**config.mk**
```make
export PLATFORM = sky130hd
export DESIGN_NAME = mmio_uart_tx
export DESIGN_NICKNAME = d
export VERILOG_FILES = /design/src/rtl/mmio_uart_tx.sv
export SDC_FILE = /design/constraint.sdc
export NUM_CORES = 1
export LEC_CHECK = 0
export BUFFER_PORTS_ARGS = -buffer_cell sky130_fd_sc_hd__buf_4
export CAP_MARGIN = 30
export CORE_UTILIZATION = 50
export DETAILED_ROUTE_END_ITERATION = 10
export PLACE_DENSITY = 0.72
export RECOVER_POWER = 50
export SLEW_MARGIN = 10
export SYNTH_ARGS = -nofsm -noshare
export SYNTH_HDL_FRONTEND = slang
export SYNTH_SLANG_ARGS = --single-unit
```
**constraint.sdc**
```tcl
create_clock -name clk -period 5.9 [get_ports clk]
set_input_delay 0.885 -clock clk [delete_from_list [all_inputs] [get_ports clk]]
set_output_delay 0.885 -clock clk [all_outputs]
set_load 0.02 [all_outputs]
```
**src/rtl/mmio_uart_tx.sv**
```systemverilog
// mmio_uart_tx: memory-mapped 8N1 UART transmitter with a TX FIFO.
// Register window of 16 bytes at BASE_ADDR: TXDATA, STATUS, CTRL, reserved.
// Optional parity bit between the data bits and the stop bit is built when
// UART_TX_PARITY_EN is defined (CTRL bit1 then selects odd parity).
module mmio_uart_tx #(
   parameter logic [31:0] BASE_ADDR  = 32'h1000_0000,
   parameter int unsigned CLK_DIV    = 868,
   parameter int unsigned FIFO_DEPTH = 8
) (
   input  logic        clk,
   input  logic        rst,
   input  logic        MemRW,
   input  logic [31:0] Addr_in,
   input  logic [31:0] Data_in,
   output logic        hit,
   output logic [31:0] rdata,
   output logic        txd,
   output logic        irq_empty
);

   localparam int unsigned   AW          = $clog2(FIFO_DEPTH);
   localparam int unsigned   CW          = AW + 1;
   localparam logic [15:0]   BAUD_RELOAD = 16'(CLK_DIV - 1);
   localparam logic [CW-1:0] DEPTH_C     = CW'(FIFO_DEPTH);

   typedef enum logic [2:0] {
      S_IDLE,
      S_START,
      S_DATA,
`ifdef UART_TX_PARITY_EN
      S_PARITY,
`endif
      S_STOP
   } state_t;

   state_t        r_state, w_state_next;

   logic [7:0]    r_mem [FIFO_DEPTH];
   logic [AW-1:0] r_wptr, r_rptr;
   logic [CW-1:0] r_count, w_count_next;

   logic          r_ovf, r_tx_en, r_txd, r_irq;
   logic [15:0]   r_baud, w_baud_next;
   logic [7:0]    r_shift, w_shift_next;
   logic [2:0]    r_bitcnt, w_bitcnt_next;
   logic          w_txd_next;

   logic          w_hit, w_wr;
   logic [1:0]    w_off;
   logic          w_empty, w_full, w_busy, w_baud_zero;
   logic          w_pop, w_push_req, w_push, w_ovf_set;
   logic          w_odd_rd;
   logic [7:0]    w_count8;
   logic          w_unused;

`ifdef UART_TX_PARITY_EN
   logic          r_odd, r_par, w_par_next;
   assign w_odd_rd = r_odd;
`else
   assign w_odd_rd = 1'b0;
`endif

   // Address decode and FIFO status
   assign w_hit       = (Addr_in[31:4] == BASE_ADDR[31:4]);
   assign w_wr        = MemRW & w_hit;
   assign w_off       = Addr_in[3:2];
   assign w_empty     = (r_count == '0);
   assign w_full      = (r_count == DEPTH_C);
   assign w_busy      = (r_state != S_IDLE);
   assign w_baud_zero = (r_baud == '0);
   assign w_count8    = 8'(r_count);

   // A full FIFO still accepts a byte when the head leaves on the same edge
   assign w_push_req   = w_wr && (w_off == 2'd0);
   assign w_push       = w_push_req && (!w_full || w_pop);
   assign w_ovf_set    = w_push_req && !w_push;
   assign w_count_next = r_count + CW'(w_push) - CW'(w_pop);

   assign w_unused = ^{Addr_in[1:0], Data_in[31:8]};

   assign hit       = w_hit;
   assign txd       = r_txd;
   assign irq_empty = r_irq;

   // Next-state, baud/shift datapath and registered txd level for the FSM
   always_comb begin
      w_state_next  = r_state;
      w_baud_next   = r_baud;
      w_shift_next  = r_shift;
      w_bitcnt_next = r_bitcnt;
      w_pop         = 1'b0;
      w_txd_next    = 1'b1;
`ifdef UART_TX_PARITY_EN
      w_par_next    = r_par;
`endif
      case (r_state)
         S_IDLE: begin
            if (r_tx_en && !w_empty) begin
               w_pop         = 1'b1;
               w_shift_next  = r_mem[r_rptr];
               w_baud_next   = BAUD_RELOAD;
               w_bitcnt_next = '0;
               w_state_next  = S_START;
`ifdef UART_TX_PARITY_EN
               w_par_next    = (^r_mem[r_rptr]) ^ r_odd;
`endif
            end
         end
         S_START: begin
            if (w_baud_zero) begin
               w_baud_next  = BAUD_RELOAD;
               w_state_next = S_DATA;
            end else begin
               w_baud_next = r_baud - 16'd1;
            end
         end
         S_DATA: begin
            if (w_baud_zero) begin
               w_shift_next  = {1'b0, r_shift[7:1]};
               w_bitcnt_next = r_bitcnt + 3'd1;
               w_baud_next   = BAUD_RELOAD;
               if (r_bitcnt == 3'd7) begin
`ifdef UART_TX_PARITY_EN
                  w_state_next = S_PARITY;
`else
                  w_state_next = S_STOP;
`endif
               end
            end else begin
               w_baud_next = r_baud - 16'd1;
            end
         end
`ifdef UART_TX_PARITY_EN
         S_PARITY: begin
            if (w_baud_zero) begin
               w_baud_next  = BAUD_RELOAD;
               w_state_next = S_STOP;
            end else begin
               w_baud_next = r_baud - 16'd1;
            end
         end
`endif
         S_STOP: begin
            if (w_baud_zero) begin
               if (r_tx_en && !w_empty) begin
                  w_pop         = 1'b1;
                  w_shift_next  = r_mem[r_rptr];
                  w_baud_next   = BAUD_RELOAD;
                  w_bitcnt_next = '0;
                  w_state_next  = S_START;
`ifdef UART_TX_PARITY_EN
                  w_par_next    = (^r_mem[r_rptr]) ^ r_odd;
`endif
               end else begin
                  w_state_next = S_IDLE;
               end
            end else begin
               w_baud_next = r_baud - 16'd1;
            end
         end
         default: w_state_next = S_IDLE;
      endcase

      // txd is registered, so derive the level from the state being entered
      case (w_state_next)
         S_START:  w_txd_next = 1'b0;
         S_DATA:   w_txd_next = w_shift_next[0];
`ifdef UART_TX_PARITY_EN
         S_PARITY: w_txd_next = w_par_next;
`endif
         default:  w_txd_next = 1'b1;
      endcase
   end

   // FSM state register
   always_ff @(posedge clk) begin
      if (rst) r_state <= S_IDLE;
      else     r_state <= w_state_next;
   end

   // Datapath, FIFO pointers and control/status registers
   always_ff @(posedge clk) begin
      if (rst) begin
         r_wptr   <= '0;
         r_rptr   <= '0;
         r_count  <= '0;
         r_ovf    <= 1'b0;
         r_tx_en  <= 1'b1;
         r_baud   <= '0;
         r_shift  <= '0;
         r_bitcnt <= '0;
         r_txd    <= 1'b1;
         r_irq    <= 1'b1;
`ifdef UART_TX_PARITY_EN
         r_odd    <= 1'b0;
         r_par    <= 1'b0;
`endif
      end else begin
         r_baud   <= w_baud_next;
         r_shift  <= w_shift_next;
         r_bitcnt <= w_bitcnt_next;
         r_txd    <= w_txd_next;
         r_count  <= w_count_next;
         r_irq    <= (w_count_next == '0) && (w_state_next == S_IDLE);
`ifdef UART_TX_PARITY_EN
         r_par    <= w_par_next;
`endif
         if (w_push) r_wptr <= r_wptr + AW'(1);
         if (w_pop)  r_rptr <= r_rptr + AW'(1);
         if (w_ovf_set) begin
            r_ovf <= 1'b1;
         end else if (w_wr && (w_off == 2'd1) && Data_in[3]) begin
            r_ovf <= 1'b0;
         end
         if (w_wr && (w_off == 2'd2)) begin
            r_tx_en <= Data_in[0];
`ifdef UART_TX_PARITY_EN
            r_odd   <= Data_in[1];
`endif
         end
      end
   end

   // FIFO storage; contents need no reset since count gates every read
   always_ff @(posedge clk) begin
      if (w_push) r_mem[r_wptr] <= Data_in[7:0];
   end

   // Combinational read mux for the single-cycle load path
   always_comb begin
      rdata = '0;
      if (w_hit) begin
         case (w_off)
            2'd1:    rdata = {16'h0000, w_count8, 4'h0, r_ovf, w_busy, w_empty, w_full};
            2'd2:    rdata = {30'h0, w_odd_rd, r_tx_en};
            default: rdata = '0;
         endcase
      end
   end

endmodule

```
Word level (Yosys, flattened, before mapping)
Memory sizes are Yosys's and may differ from the RTL's. A register that Yosys moved wholly into a read port is not among the register bits.
Cells that the tools add are included.
- add/subtract/negate cells: 6
- multipliers: 0
- divide/modulo/power cells: 0
- $lt $le $gt $ge: 0
- equal/unequal tests: 12
- shifts and indexed selects: 0
- muxes and demuxes: 31
- bitwise logic cells: 1
- reductions and logical operators: 24
- operator list (kind ; number):
    $mux W16 ; 3
    $pmux W16 S3 ; 1
    $mux W3 ; 10
    $eq A28 B25 Y1 const B ; 1
    $mux W8 ; 3
    $pmux W12 S2 ; 1
    $pmux W8 S3 ; 1
    $logic_not A16 Y1 ; 1
    $sub A16 B1 Y16 const B ; 1
    $mux W12 ; 1
    $pmux W3 S4 ; 1
    $add A3 B1 Y3 const B ; 3
    $eq A3 B2 Y1 const B ; 3
    $pmux W3 S3 ; 1
    $reduce_bool A3 Y1 ; 3
    $logic_and A1 B1 Y1 ; 8
    $logic_not A4 Y1 ; 2
    $mux W1 ; 7
    $eq A3 B1 Y1 const B ; 2
    $logic_not A3 Y1 ; 2
    $add A4 B1 Y4 ; 1
    $eq A4 B4 Y1 const B ; 1
    $ne A2 B2 Y1 const B ; 2
    $pmux W1 S2 ; 2
    11 further kinds ; 13
- register bits after elaboration: 44
- latch bits: 0
- RAM bits: 64
- memory bits (read-only): 0
- input port bits: 67
- output and inout bits: 35
- logic and storage cells: 87
- memories kept: 1
- memories (memory ; depth ; width ; read ports ; clocked after memory_dff ; wr ports ; RTL line ; source):
    r_mem ; 8 ; 8 ; 1 ; 1 ; 1 ; 38 ; logic [7:0] r_mem [FIFO_DEPTH];

Logic depth before layout (Yosys ltp)
- depth after elaboration: 12
- mapped depth: 13
- gate-level depth less buffers: 13

Least setup slack after synthesis
Ideal clock, no wire load.
- path kind: input to output
- start point: input port Addr_in[6]
- end point: output port rdata[2]
- arrival: 2.306 ns
- required time: 5.015 ns
- slack: 2.709 ns
- stages: 5
- buffers on the path: 0
- cells stage by stage: nor4_1 nand4_1 nor2_1 nand2_1 a21oi_1
- cells in the longest elaborated chain, start to end: 2
- RTL lines (what ; RTL line ; source):
    from (decl) ; 13 ; input logic [31:0] Addr_in,
    $eq A28 B25 Y1 ; 64 ; assign w_hit = (Addr_in[31:4] == BASE_ADDR[31:4]);
    net hit ; 15 ; output logic hit,
    $mux W12 ; 232 ; if (w_hit) begin
    to (decl) ; 16 ; output logic [31:0] rdata,
The timed path passes the listed nets, and every way through them passes these cells.

Worst setup path after layout
- start point: register r_state[1]
- end point: memory r_mem[7][6] (enable)
- cells in the longest elaborated chain, start to end: 6
- elaborated cells between the ends (all ways): 7
- classes of those cells: eq/ne: 1; mux: 3; reduce/logical: 3
- RTL lines (what ; RTL line ; source):
    from (decl) ; 36 ; state_t r_state, w_state_next;
    from (signal assigned) ; 178 ; else r_state <= w_state_next;
    $eq A3 B2 Y1 / $logic_not A3 Y1 (equally long branches) ; 96 ; case (r_state)
    $pmux W1 S2 * ; 96 ;
    $logic_or A1 B1 Y1 * ; 75 ; assign w_push = w_push_req && (!w_full || w_pop);
    $logic_and A1 B1 Y1 * ; 75 ;
    $mux W1 * ; 226 ; if (w_push) r_mem[r_wptr] <= Data_in[7:0];
    $mux W1 (not written as such) * ; 226 ;
    to (decl) ; 38 ;
Mark *: on every way between the ends. The rest lies on a longest branch, timed or not.

==> impl_metrics.tcl <==
set metrics [dict create \
    status "complete, no violations" \
    swShare_pct 37.8 \
    fin_cells 655 \
    rows 37 \
    cp.required_ps 5910 \
    finalClockSkew_ps 18.5 \
    grt_busiest_layer "met2" \
    maxSlewViolCount 0 \
    cts_tree "done" \
    cts.repair.resized 0 \
    synth_ff_type "edfxtp_1" \
    yosys.area.top_type "edfxtp_1" \
    rsz0062_at_grt "false" \
    cts_buffers 9 \
    worst-setup-path-type "reg -> reg" \
    power.share.clock_pct 21.7 \
    synth-seq-cells 111 \
    final_core_util_pct 57.3 \
    vias 3790 \
    placed_cells 639 \
    power.density_mw_per_mm2 375 \
    dieArea_mm2 0.0111 \
    tightest_slew_ps 959 \
    grt.met3_usage_pct 5.07 \
    dp_slack_ps 2330 \
    grt_pass1_vias 3550 \
    syn_area_per_cell_um2 11.5 \
    fin_tns_setup_ps 0 \
    cts_sinks 111 \
    min_path_cells 2 \
    vias_per_cell 5.79 \
    antenna_found_initial 0 \
    drc 0 \
    io_buffers 51 \
    grt_pass1_wl_um 17800 \
    ios 102 \
    post-route-period-util_pct 58.1 \
    track_usage_pct 21.0 \
    fin_nets 595 \
    min_path_type "reg -> reg" \
    power_frac_comb_pct 34.3 \
    dp_hpwl_um 7680 \
    nFillCells 887 \
    max_cap_violations 0 \
    use_met2_pct 35.5 \
    dieWidth_um 106 \
    grt_max_degree 44 \
    drt-total-wl_um 11200 \
    cts_max_path_buffers 2 \
    p_int_w 0.00139 \
    htree_levels 3 \
    core-area_mm2 0.0104 \
    setup.worst_path.start_class "flip-flop" \
    power_switching_w 0.000842 \
    ant_nets 0 \
    synthArstFlopShare_pct 0 \
    ff2ff_setup_slack_ps 2470 \
    power_leakage_nw 2.09 \
    postCtsSetupBuffers 0 \
    first_iter_violations 236 \
    path_max_fanout 19 \
    clock_latency_ps 390 \
    wl_per_cell_um 17.1 \
    drive_above_1_share_pct 16.6 \
    gp_congestion 0.853 \
    syn_to_final_growth_pct 10.7 \
    ys_types 62 \
    relSlewSlack_pct 35.8 \
    cts_hold_buf 0 \
    clk_pin_slew_ps 120 \
    ctsRootBufferMaster "clkbuf_8" \
    seq_area_frac_synth_pct 53.4 \
    ys_warn_count 0 \
    met1_usage_pct 25.7 \
    grt_overflow 0 \
    hold_violations 0 \
    final_cell_mix "edfxtp_1 (64), dfxtp_1 (47), nor2_1 (46), buf_4 (42), nand2_1 (32)" \
    synth_edf_count 64 \
    synthCells 466 \
    synthTopCellsByArea "edfxtp_1 (36%), dfxtp_1 (18%), mux4_2 (6.7%)" \
    netlist_area_mm2 0.00537 \
    layout_commonest_cell "edfxtp_1" \
    cp-end-kind "flip-flop" \
    seqPwrFrac_pct 44.0 \
    finalWorstSetupSlack_ps 2470 \
    reg2reg_depth 6 \
    peakVddDrop_mv 0.231 \
    drt_first_pass_iters 4 \
    die_h_um 106 \
    start_util_pct 51.7 \
    post-route-min-period_ps 3430 \
    worst_ep_arrival_time_ps 3440 \
    synth_top_area_share_pct 35.8 \
    antenna_cells 0 \
    max_freq_mhz 292 \
    setup_viol 0 \
]
## area by class of cell
cell class                 count  area [um2]  share of cell area (%)
clock inverter                 7        93.8                    1.58
sequential                   111        2860                    48.2
timing repair buffer          55         380                    6.41
clock buffer                   9         124                    2.09
multi-input combinational    323        2250                    38.0
tap                          136         170                    2.87
inverter                      14        52.6                   0.885
## metrics by stage
step / power (W) / hold slack, ps / instance area, um2
after floorplan: 0.00159 / 449 / 5460
after global placement: 0.00174 / 463 / 5770
after CTS: 0.00225 / 491 / 6010
final: 0.00223 / 494 / 5940
after global routing: 0.00236 / 513 / 5940
after detailed placement: 0.00177 / 472 / 5790
## Yosys cell counts, types with 3 or more instances
cell,instances
edfxtp_1,64
dfxtp_1,47
nor2_1,46
nand2_1,32
a21oi_1,27
buf_4,24
clkbuf_1,16
mux4_2,16
inv_1,14
nor3_1,14
o21ai_0,14
ha_1,13
mux2i_1,11
a22o_1,9
nand3_1,9
nor4_1,9
a311oi_1,8
nand2b_1,8
a211oi_1,6
and3_1,6
o211ai_1,5
a22oi_1,4
a21o_1,3
nand4_1,3
nor2b_1,3
or3_1,3
or4_1,3
xnor2_1,3
## kinds of logic after synthesis
kind of cell / synth area share [%]
xor gates and xnor gates: 0.816
buffers and inverters: 5.64
other: 0.0699
DFF: 53.4
AOI/OAI and AO/OA: 11.8
and+or+nand+nor: 15.9
adders and majority gates: 3.40
muxes: 8.98
## power by group through the flow
| stage | Sequential [W] | Combinational (W) | Clock (W) |
|---|---|---|---|
| final | 0.000980 | 0.000765 | 0.000483 |
| after global routing | 0.000994 | 0.000845 | 0.000524 |
| after CTS | 0.000982 | 0.000779 | 0.000493 |
| after detailed placement | 0.000999 | 0.000772 | 0 |
| after global placement | 0.00101 | 0.000730 | 0 |
| after floorplan | 0.000959 | 0.000630 | 0 |
## worst max-delay path, cell delays in order (launching register included)
cell and delay, ps:
dfxtp_1 780, nand2_1 250, nor4_1 420, a21oi_1 270, a21bo_1 290, or2_1 280, nor2_1 760
## worst paths after layout
path | from | to
max | r_state[1] | r_mem[7][6]
min | r_wptr[0] | r_wptr[0]
min reg2reg | r_wptr[0] | r_wptr[0]
max reg2reg | r_state[1] | r_mem[7][6]
## flip-flops by register name, indices dropped and copies added, names as in the netlist, named ones only
| signal | cells |
|---|---|
| irq_empty | 1 |
| r_baud | 16 |
| r_bitcnt | 3 |
| r_count | 4 |
| r_mem | 64 |
| r_ovf | 1 |
| r_rptr | 3 |
| r_shift | 8 |
| r_state | 3 |
| r_tx_en | 1 |
| r_wptr | 3 |
| txd | 1 |
## routing by layer
layer | part of all wire, % | routed length (um) | vias to the layer above
li1 | - | - | 1809
met1 | 43 | 4820 | 1851
met2 | 51 | 5670 | 116
met3 | 4.9 | 544 | 14
met4 | 1.3 | 150 | 0
met5 | 0 | 0 | -
Power figures use the tool's default switching activity.
